===== config.mk =====
export PLATFORM = sky130hd
export DESIGN_NAME = fir_secuenciador
export DESIGN_NICKNAME = d
export VERILOG_FILES = /design/src/rtl/fir_pkg.sv /design/src/rtl/fir_tick_sync.sv /design/src/rtl/fir_secuenciador.sv
export SDC_FILE = /design/constraint.sdc
export NUM_CORES = 1
export LEC_CHECK = 0
export CAP_MARGIN = 20
export CORE_ASPECT_RATIO = 1.5
export CORE_MARGIN = 1
export CORE_UTILIZATION = 55
export CTS_BUF_LIST = sky130_fd_sc_hd__clkbuf_8
export CTS_CLUSTER_DIAMETER = 60
export DETAILED_ROUTE_END_ITERATION = 8
export PLACE_DENSITY = 0.88
export SLEW_MARGIN = 10
export SYNTH_ARGS = -nofsm -noshare
export SYNTH_HDL_FRONTEND = slang
export SYNTH_SLANG_ARGS = --single-unit
export TNS_END_PERCENT = 30

===== constraint.sdc =====
create_clock -name clk -period 4.1 [get_ports clk]
set_clock_uncertainty 0.2 [all_clocks]
set_input_delay 0.41 -clock clk [delete_from_list [all_inputs] [get_ports clk]]
set_output_delay 0.41 -clock clk [all_outputs]
set_load 0.005 [all_outputs]

===== src/rtl/fir_pkg.sv =====
// fir_pkg: shared FIR sequencer state encoding and default datapath sizing
// used by the sequencer, MAC unit and sample/coefficient memories.
package fir_pkg;

   localparam int unsigned FIR_N_TAPS  = 32;
   localparam int unsigned FIR_ADDR_W  = 5;
   localparam int unsigned FIR_DATA_W  = 16;
   localparam int unsigned FIR_MAC_LAT = 2;
   localparam int unsigned OVR_CNT_W   = 8;
   localparam int unsigned LAT_W       = 3;

   typedef enum logic [2:0] {
      IDLE  = 3'd0,
      WRITE = 3'd1,
      MAC   = 3'd2,
      DRAIN = 3'd3,
      DONE  = 3'd4
   } fir_state_t;

endpackage


===== src/rtl/fir_tick_sync.sv =====
// fir_tick_sync: brings the 48 kHz sample-clock level into the clk domain
// and emits a one-cycle tick on each rising edge, 3 clk after the edge.
module fir_tick_sync (
   input  logic clk,
   input  logic reset,
   input  logic clk_muestreo,
   output logic tick
);

   logic [1:0] sync_q;
   logic       hist_q;

   // Two-flop synchroniser plus edge history; preset high so a level that is
   // already high when reset releases is not seen as an edge.
   always_ff @(posedge clk or negedge reset) begin
      if (!reset) begin
         sync_q <= 2'b11;
         hist_q <= 1'b1;
      end else begin
         sync_q <= {sync_q[0], clk_muestreo};
         hist_q <= sync_q[1];
      end
   end

   // Registered rising-edge strobe
   always_ff @(posedge clk or negedge reset) begin
      if (!reset) begin
         tick <= 1'b0;
      end else begin
         tick <= sync_q[1] & ~hist_q;
      end
   end

endmodule


===== src/rtl/fir_secuenciador.sv =====
// fir_secuenciador: control sequencer for the FIR audio filter. On each sample
// tick it writes the new sample into the circular sample RAM, then walks the
// MAC through all taps, waits out the MAC pipeline and pulses out_valid.
// Optional build macro FIR_OVR_CNT_EN adds a saturating dropped-tick counter
// on port ovr_cnt.
module fir_secuenciador
   import fir_pkg::*;
#(
   parameter int unsigned N_TAPS  = FIR_N_TAPS,
   parameter int unsigned ADDR_W  = FIR_ADDR_W,
   parameter int unsigned DATA_W  = FIR_DATA_W,
   parameter int unsigned MAC_LAT = FIR_MAC_LAT
) (
   input  logic              clk,
   input  logic              reset,
   input  logic              clk_muestreo,
   input  logic [DATA_W-1:0] din,
   input  logic              ovr_clr,
   output logic              smp_we,
   output logic [ADDR_W-1:0] smp_addr,
   output logic [DATA_W-1:0] smp_wdata,
   output logic [ADDR_W-1:0] coef_addr,
   output logic              mac_clr,
   output logic              mac_en,
   output logic              out_valid,
   output logic              busy,
   output logic              overrun
`ifdef FIR_OVR_CNT_EN
   ,
   output logic [OVR_CNT_W-1:0] ovr_cnt
`endif
);

   localparam int unsigned LAT_LAST = (MAC_LAT == 0) ? 0 : MAC_LAT - 1;
   localparam logic [ADDR_W-1:0] K_LAST = ADDR_W'(N_TAPS - 1);

   fir_state_t        state_q, state_nx;
   logic [ADDR_W-1:0] k_q, k_nx;
   logic [LAT_W-1:0]  lat_q, lat_nx;
   logic [ADDR_W-1:0] wr_ptr_q, wr_ptr_nx;

   logic              smp_we_nx;
   logic [ADDR_W-1:0] smp_addr_nx;
   logic [DATA_W-1:0] smp_wdata_nx;
   logic [ADDR_W-1:0] coef_addr_nx;
   logic              mac_clr_nx;
   logic              mac_en_nx;
   logic              out_valid_nx;

   logic              tick;
   logic              drop_c;

   fir_tick_sync u_tick_sync (
      .clk          (clk),
      .reset        (reset),
      .clk_muestreo (clk_muestreo),
      .tick         (tick)
   );

   // A tick that arrives outside IDLE is dropped and flagged
   assign drop_c = tick & (state_q != IDLE);

   // State, counters and registered outputs
   always_ff @(posedge clk or negedge reset) begin
      if (!reset) begin
         state_q   <= IDLE;
         k_q       <= '0;
         lat_q     <= '0;
         wr_ptr_q  <= '0;
         smp_we    <= 1'b0;
         smp_addr  <= '0;
         smp_wdata <= '0;
         coef_addr <= '0;
         mac_clr   <= 1'b0;
         mac_en    <= 1'b0;
         out_valid <= 1'b0;
         busy      <= 1'b0;
      end else begin
         state_q   <= state_nx;
         k_q       <= k_nx;
         lat_q     <= lat_nx;
         wr_ptr_q  <= wr_ptr_nx;
         smp_we    <= smp_we_nx;
         smp_addr  <= smp_addr_nx;
         smp_wdata <= smp_wdata_nx;
         coef_addr <= coef_addr_nx;
         mac_clr   <= mac_clr_nx;
         mac_en    <= mac_en_nx;
         out_valid <= out_valid_nx;
         busy      <= (state_nx != IDLE);
      end
   end

   // Next state plus the output values that belong to that next state
   always_comb begin
      state_nx     = state_q;
      k_nx         = k_q;
      lat_nx       = lat_q;
      wr_ptr_nx    = wr_ptr_q;
      smp_we_nx    = 1'b0;
      mac_en_nx    = 1'b0;
      mac_clr_nx   = 1'b0;
      out_valid_nx = 1'b0;
      smp_addr_nx  = smp_addr;
      coef_addr_nx = coef_addr;
      smp_wdata_nx = smp_wdata;

      case (state_q)
         IDLE: begin
            if (tick) begin
               state_nx     = WRITE;
               smp_we_nx    = 1'b1;
               smp_addr_nx  = wr_ptr_q;
               smp_wdata_nx = din;
            end
         end
         WRITE: begin
            state_nx     = MAC;
            k_nx         = '0;
            mac_en_nx    = 1'b1;
            mac_clr_nx   = 1'b1;
            coef_addr_nx = '0;
            smp_addr_nx  = wr_ptr_q;
         end
         MAC: begin
            if (k_q == K_LAST) begin
               lat_nx = '0;
               if (MAC_LAT == 0) begin
                  state_nx     = DONE;
                  out_valid_nx = 1'b1;
               end else begin
                  state_nx = DRAIN;
               end
            end else begin
               k_nx         = k_q + ADDR_W'(1);
               mac_en_nx    = 1'b1;
               coef_addr_nx = k_nx;
               smp_addr_nx  = wr_ptr_q - k_nx;
            end
         end
         DRAIN: begin
            if (lat_q == LAT_W'(LAT_LAST)) begin
               state_nx     = DONE;
               out_valid_nx = 1'b1;
            end else begin
               lat_nx = lat_q + LAT_W'(1);
            end
         end
         DONE: begin
            state_nx  = IDLE;
            wr_ptr_nx = wr_ptr_q + ADDR_W'(1);
         end
         default: begin
            state_nx = IDLE;
         end
      endcase
   end

   // Sticky overrun; a dropped tick beats a simultaneous clear
   always_ff @(posedge clk or negedge reset) begin
      if (!reset) begin
         overrun <= 1'b0;
      end else if (drop_c) begin
         overrun <= 1'b1;
      end else if (ovr_clr) begin
         overrun <= 1'b0;
      end
   end

`ifdef FIR_OVR_CNT_EN
   // Saturating dropped-tick counter; a drop during clear restarts it at 1
   always_ff @(posedge clk or negedge reset) begin
      if (!reset) begin
         ovr_cnt <= '0;
      end else if (drop_c) begin
         if (ovr_clr) begin
            ovr_cnt <= OVR_CNT_W'(1);
         end else if (ovr_cnt != '1) begin
            ovr_cnt <= ovr_cnt + OVR_CNT_W'(1);
         end
      end else if (ovr_clr) begin
         ovr_cnt <= '0;
      end
   end
`endif

endmodule


==> run_results.csv, run 1 <==
group,metric,value,unit
worst_hold_path,instance_count_along_the_most_critical_hold_path,0,
cts,clock-root-buffer,"sky130_fd_sc_hd__clkbuf_8",
global_routing,grt_usage,0.243,
worst_hold_path,timing.hold.worst.class,"register to register",
timing,hold_viol,0,
cts,numCtsBuffers,5,
cts,clk_latency,300,ps
synth,post_synth_num_cell_types,35,
timing,setup_viol,0,
synth,syn-cell-area,0.00211,mm2
power_and_ir_drop,worst_vdd_drop,0.539,mV
placed_design,place.detailed.hpwl,3070,um
cts,htree_num_levels,2,
timing,maxSlewViolCount,0,
global_routing,grt_start_max_net_pins,48,
synth,synth.ff_latch_count,47,
worst_setup_path,critPathCaptureType,"register",
timing,slew_headroom,0.483,
final_layout,post_route_cells_drive_above_1_share,0.128,
outcome,run_status,"finished clean",
timing,tns,0,ps
placed_design,global_placer_s_final_weighted_congestion,0.841,
cts,cts_hold_buffers,0,
floorplan,placeableCoreArea,0.00368,mm2
worst_setup_path,cpMostUsedCell,"sky130_fd_sc_hd__ha_1",
timing,grt_setup_unrepaired,"no",
detailed_routing,avgViaCountPerCell,5.52,
final_layout,antenna_cells,0,
detailed_routing,drt_iter0_drc,10,
worst_setup_path,r2r_slack,1620,ps
cts,cts_resized,0,
synth,synth_nets,209,
synth,ys_warn_count,0,
power_and_ir_drop,leakage_power,1.18,nW
detailed_routing,route.final.wire_length,4150,um
cts,clk_pin_slew_worst_paths,90,ps
worst_setup_path,timing.critical_path.from_type,"register",
placed_design,placement.io_buffers,51,
worst_setup_path,reg2reg_depth,7,
synth,synth-seq-area-share,0.560,
cts,cts_tree,"yes",
detailed_routing,routed-via-count,1528,
worst_setup_path,worstSetupPathType,"register to register",
timing,maxClockFrequency,403,MHz
floorplan,die_h,77.8,um
floorplan,row_count,27,
detailed_routing,first_pass_iters,4,
cts,cts_post_setup_buffers_inserted,0,
cts,tritoncts_num_sinks,47,
floorplan,dieWidth,52.6,um
timing,final.period_utilization,0.605,
worst_setup_path,cp_cell_sequence,"ha_1 > and3_1 > ha_1 > o21ai_0 > nor3b_2 > o311ai_1 > o21a_1",
power_and_ir_drop,power_density,736,mW/mm2
synth,syn-mean-instance-area,11.8,um2
global_routing,antenna_found_initial,0,
cts,ctsLongestPathBuffers,2,
final_layout,filler_cell_count,263,
worst_setup_path,worst_path_largest_cell_delay,540,ps
detailed_routing,routedWlPerCell,15.0,um
timing,final.min_clock_period,2480,ps
run,drv.max_cap_violation_count,0,
floorplan,ios,52,
worst_setup_path,crit_path_top_delay_cell,"sky130_fd_sc_hd__nor3b_2",
worst_hold_path,min-delay-start,"u_tick_sync.sync_q[1]",
worst_setup_path,path_max_fanout,10,
global_routing,grt_overflow,0,
timing,worst_slew_pin_slew,775,ps
global_routing,grt_first_pass_wirelength,7180,um
floorplan,floorplan_die_area,0.00409,mm2
placed_design,placed_area,0.00262,mm2
worst_hold_path,whs_endpoint,"u_tick_sync.hist_q",
worst_setup_path,regToRegEndpoint,"smp_addr[3]",
worst_setup_path,cp.required,4100,ps
synth,synthCells,179,
worst_setup_path,startpoint_of_the_lowest_slack_register_to_register_path,"k_q[0]",
final_layout,finish.instance_area,0.00274,mm2
final_layout,layout-area-overhead-vs-synth,29.9,%
floorplan,start_util,0.573,
detailed_routing,detail_route.drc_violations,0,
detailed_routing,ant_nets,0,
final_layout,nets,263,
worst_setup_path,critPathArrivalTime,2480,ps
timing,hold_slack,166,ps
global_routing,grt_pass1_vias,1612,
-- cell usage after synthesis --
master | number | area [um2]
sky130_fd_sc_hd__nor2b_1 | 4 | 25.0
sky130_fd_sc_hd__buf_2 | 2 | 10.0
sky130_fd_sc_hd__nor3b_2 | 1 | 12.5
sky130_fd_sc_hd__buf_6 | 2 | 22.5
sky130_fd_sc_hd__buf_4 | 1 | 7.51
sky130_fd_sc_hd__fa_1 | 1 | 20.0
sky130_fd_sc_hd__o21ai_0 | 11 | 55.1
sky130_fd_sc_hd__nor3_1 | 5 | 25.0
sky130_fd_sc_hd__nor2_1 | 10 | 37.5
sky130_fd_sc_hd__a31oi_1 | 1 | 6.26
sky130_fd_sc_hd__dfrtp_1 | 44 | 1100
sky130_fd_sc_hd__and2_1 | 1 | 6.26
sky130_fd_sc_hd__ha_1 | 9 | 113
sky130_fd_sc_hd__inv_4 | 1 | 6.26
sky130_fd_sc_hd__o211ai_1 | 2 | 15.0
sky130_fd_sc_hd__nand2b_1 | 4 | 25.0
sky130_fd_sc_hd__nand2_1 | 13 | 48.8
sky130_fd_sc_hd__mux2i_1 | 2 | 20.0
sky130_fd_sc_hd__o311ai_1 | 1 | 8.76
sky130_fd_sc_hd__or3_1 | 3 | 18.8
sky130_fd_sc_hd__nand3b_1 | 1 | 7.51
sky130_fd_sc_hd__xnor2_1 | 6 | 52.6
sky130_fd_sc_hd__nand4_1 | 2 | 12.5
sky130_fd_sc_hd__and3_1 | 1 | 6.26
sky130_fd_sc_hd__o21a_1 | 5 | 37.5
sky130_fd_sc_hd__inv_1 | 8 | 30.0
sky130_fd_sc_hd__o22ai_1 | 1 | 6.26
sky130_fd_sc_hd__a22oi_1 | 3 | 22.5
sky130_fd_sc_hd__mux2_2 | 16 | 180
sky130_fd_sc_hd__clkbuf_1 | 1 | 3.75
sky130_fd_sc_hd__nor3b_1 | 2 | 15.0
sky130_fd_sc_hd__dfstp_2 | 3 | 78.8
sky130_fd_sc_hd__nand3_1 | 1 | 5.00
sky130_fd_sc_hd__xor2_1 | 3 | 26.3
sky130_fd_sc_hd__a21oi_1 | 8 | 40.0
-- critical path: cells and delay by family (launching register included) --
family | cells | cell delay, ps
simple gates | 2 | 740
fa+ha+maj | 2 | 500
compound gates | 3 | 540
flops | 1 | 420
-- state kept, by name, indices dropped and copies added, names as in the netlist, 2 cells and up --
name / flops
wr_ptr_q: 5
smp_addr: 5
u_tick_sync.sync_q: 2
state_q: 3
lat_q: 3
smp_wdata: 16
k_q: 5
-- kinds of logic after synthesis --
family	share of synthesized area
simple gates	0.116
flops	0.560
compound gates	0.0908
mux	0.0950
buf+inv	0.0380
fa+ha+maj	0.0629
xor+xnor	0.0374
-- where the power goes --
| part | internal [mW] | switching, mW |
|---|---|---|
| combinational | 0.561 | 0.395 |
| sequential | 0.648 | 0.140 |
| clock | 0.117 | 0.154 |
-- area by class of cell --
type | count | area, um2 | area share
Clock buffer | 5 | 68.8 | 0.0251
Clock inverter | 3 | 16.3 | 0.00594
Inverter | 9 | 36.3 | 0.0132
Multi-Input combinational cell | 117 | 848 | 0.310
Sequential cell | 47 | 1180 | 0.431
Tap cell | 43 | 53.8 | 0.0196
Timing Repair Buffer | 53 | 536 | 0.196
-- stage by stage --
step / cells / total power, mW / setup slack (ps) / utilization
floorplan: 179 / 1.34 / 1840 / -
global placement: 267 / 1.72 / 1700 / 0.713
detailed placement: 267 / 1.76 / 1630 / 0.713
CTS: 275 / 2.03 / 1590 / 0.736
global route: 277 / 2.19 / 1350 / 0.744
finish: 277 / 2.01 / 1620 / 0.744
-- per-layer routing --
metal  vias to the layer above  global-route usage  wire (um)
met4                         0               0.121        146
met2                        46               0.414       2270
met5                         -                   0          0
met1                       746               0.260       1520
li1                        722                   -          -
met3                        14              0.0745        212
-- layout by cell type (no fill, tap or decap), types with 6 or more instances in the layout --
cell / n
sky130_fd_sc_hd__a21oi_1: 8
sky130_fd_sc_hd__clkdlybuf4s50_1: 50
sky130_fd_sc_hd__dfrtp_1: 44
sky130_fd_sc_hd__ha_1: 9
sky130_fd_sc_hd__inv_1: 9
sky130_fd_sc_hd__mux2_2: 16
sky130_fd_sc_hd__nand2_1: 13
sky130_fd_sc_hd__nor2_1: 10
sky130_fd_sc_hd__o21ai_0: 11
sky130_fd_sc_hd__xnor2_1: 6
-- worst max-delay path by stage --
stage / start / to / slack (ps) / depth (start not counted)
2_1_floorplan: k_q[0] / smp_addr[4] / 1840 / 7
3_3_place_gp: k_q[0] / smp_addr[3] / 1700 / 7
3_5_place_dp: k_q[0] / smp_addr[3] / 1630 / 7
4_1_cts: k_q[0] / smp_addr[3] / 1590 / 7
5_1_grt: k_q[0] / smp_addr[3] / 1350 / 7
6_report: k_q[0] / smp_addr[3] / 1620 / 7
No activity file was read; power rests on OpenSTA's default activity.
==> run 2: changes to the inputs <==
- CORE_UTILIZATION: 55 -> 46
- PLACE_DENSITY: 0.88 -> 0.78
- clock period: 4.1 -> 2.2 ns (I/O delays scaled with it)
==> run_results.csv, run 2 (synthesis gave the netlist of run 1 again) <==
group,metric,value,unit
cts,cts_tree,"yes",
power_and_ir_drop,combinational_share_of_power,0.509,
cts,clk_latency,300,ps
final_layout,post_route_cells_drive_above_1_share,0.235,
run,drv.max_cap_violation_count,0,
worst_setup_path,crit_path_top_delay_cell,"sky130_fd_sc_hd__dfrtp_2",
final_layout,top_register_by_number_of_flip_flops,"smp_wdata",
timing,worst_slew_pin_slew,506,ps
floorplan,floorplan_die_area,0.00486,mm2
power_and_ir_drop,p_total,4.29,mW
worst_setup_path,path_max_fanout,3,
cts,clock-root-buffer,"sky130_fd_sc_hd__clkbuf_8",
power_and_ir_drop,internal-power,2.90,mW
placed_design,place.detailed.instances,285,
detailed_routing,first_pass_iters,4,
power_and_ir_drop,netSwitchingFraction,0.325,
global_routing,antenna_found_initial,0,
cts,numCtsBuffers,5,
detailed_routing,detail_route.drc_violations,0,
power_and_ir_drop,worst_vdd_drop,0.795,mV
worst_setup_path,crit_start,"k_q[0]",
worst_setup_path,cp.required,2230,ps
placed_design,placed_area,0.00278,mm2
detailed_routing,routed-via-count,1543,
placed_design,placement.io_buffers,51,
floorplan,ios,52,
timing,final.period_utilization,0.976,
timing,final.min_clock_period,2150,ps
worst_hold_path,min-delay-start,"clk_muestreo",
floorplan,placeableCoreArea,0.00432,mm2
floorplan,die_h,84.9,um
detailed_routing,drt_iter0_drc,37,
worst_setup_path,worstSetupPathType,"register to register",
timing,hold_viol,0,
placed_design,global_placer_s_final_weighted_congestion,0.816,
worst_setup_path,cp_num_buf_inv,1,
power_and_ir_drop,leakage_power,1.30,nW
global_routing,grt_pass1_vias,1637,
cts,tritoncts_num_sinks,47,
placed_design,place.detailed.hpwl,3080,um
final_layout,antenna_cells,0,
final_layout,max_ffs_per_register,16,
cts,htree_num_levels,2,
worst_setup_path,cp_cell_sequence,"buf_6 > nand3_4 > xor2_2 > ha_1 > nor2_2 > a21oi_2 > xor2_1 > or3_1 > a31oi_1",
power_and_ir_drop,power_density,1440,mW/mm2
final_layout,most-common-layout-cells,"50 x sky130_fd_sc_hd__clkdlybuf4s50_1, 43 x sky130_fd_sc_hd__dfrtp_1, 16 x sky130_fd_sc_hd__mux2_2",
global_routing,grt_overflow,0,
outcome,run_status,"finished clean",
detailed_routing,avgViaCountPerCell,5.20,
detailed_routing,routedWlPerCell,14.1,um
worst_setup_path,critPathCaptureType,"register",
timing,maxClockFrequency,466,MHz
power_and_ir_drop,sequentialPowerShare,0.339,
final_layout,post_layout_nonfiller_instances,297,
timing,grt_setup_unrepaired,"yes",
timing,slew_headroom,0.663,
floorplan,row_count,29,
cts,ctsLongestPathBuffers,2,
detailed_routing,ant_nets,0,
worst_setup_path,startpoint_of_the_lowest_slack_register_to_register_path,"k_q[0]",
global_routing,grt_first_pass_wirelength,7070,um
floorplan,start_util,0.488,
cts,clk_pin_slew_worst_paths,80,ps
final_layout,layout-area-overhead-vs-synth,41.8,%
worst_setup_path,path_delay_family,"simple AND/OR/NAND/NOR gates",
worst_setup_path,critPathArrivalTime,2180,ps
global_routing,grt_usage,0.191,
global_routing,grt_start_max_net_pins,28,
worst_setup_path,worst_path_largest_cell_delay,420,ps
timing,maxSlewViolCount,0,
final_layout,finish.instance_area,0.00299,mm2
detailed_routing,route.final.wire_length,4200,um
floorplan,dieWidth,57.3,um
worst_hold_path,timing.hold.worst.class,"input port to register",
timing,setup_viol,0,
power_and_ir_drop,clock_power_share,0.152,
final_layout,layout_commonest_cell,"sky130_fd_sc_hd__clkdlybuf4s50_1",
worst_setup_path,timing.critical_path.from_type,"register",
final_layout,nets,280,
power_and_ir_drop,power_switching,1.39,mW
run 2: per-stage QoR:
stage | hold slack (ps) | util | worst slack, ps | setup TNS [ps]
6_report | 128 | 0.692 | 52.0 | 0
5_1_grt | 124 | 0.692 | -73.3 | -198
4_1_cts | 120 | 0.679 | 9.04 | 0
3_5_place_dp | 19.7 | 0.644 | -31.5 | -31.5
3_3_place_gp | 24.9 | 0.644 | 23.9 | 0
2_1_floorplan | -276 | - | 8.10 | 0
run 2: final timing paths:
| kind | to | slack (ps) | depth (start not counted) |
|---|---|---|---|
| worst min register to register | u_tick_sync.sync_q[1] | 160 | 0 |
| max in group asynchronous | u_tick_sync.sync_q[0] | 1000 | 3 |
| worst max-delay path | smp_addr[4] | 50 | 9 |
| worst max register to register | smp_addr[4] | 50 | 9 |
| min in group asynchronous | smp_addr[2] | 210 | 2 |
| worst min-delay path | u_tick_sync.sync_q[0] | 130 | 1 |
run 2: what timing repair did:
action,4_1_cts,5_1_grt
pin swaps,0,3
setup buffers,1,2
hold buffers,1,0
endpoints found under the setup margin,1,6
hold endpoints to repair,20,0
gates resized for setup,4,9
run 2: layer usage:
layer | track usage | up-vias | part of all wire
met4 | 0.0887 | 0 | 0.022
met5 | 0 | - | 0
met1 | 0.206 | 732 | 0.38
li1 | - | 755 | -
met3 | 0.0625 | 8 | 0.056
met2 | 0.334 | 48 | 0.54
run 2: power groups by stage:
stage	logic, mW	registers, mW	clock network, mW
3_3_place_gp	1.99	1.45	0
6_report	2.19	1.46	0.651
5_1_grt	2.41	1.51	0.699
2_1_floorplan	1.08	1.45	0
3_5_place_dp	2.03	1.46	0
4_1_cts	2.11	1.45	0.671
run 2: final cells by class:
| class | instances | area [um2] |
|---|---|---|
| Inverter | 9 | 36.3 |
| Multi-Input combinational cell | 117 | 917 |
| Tap cell | 46 | 57.6 |
| Timing Repair Buffer | 70 | 679 |
| Clock buffer | 6 | 82.6 |
| Fill cell | 330 | 1330 |
| Clock inverter | 2 | 35.0 |
| Sequential cell | 47 | 1180 |
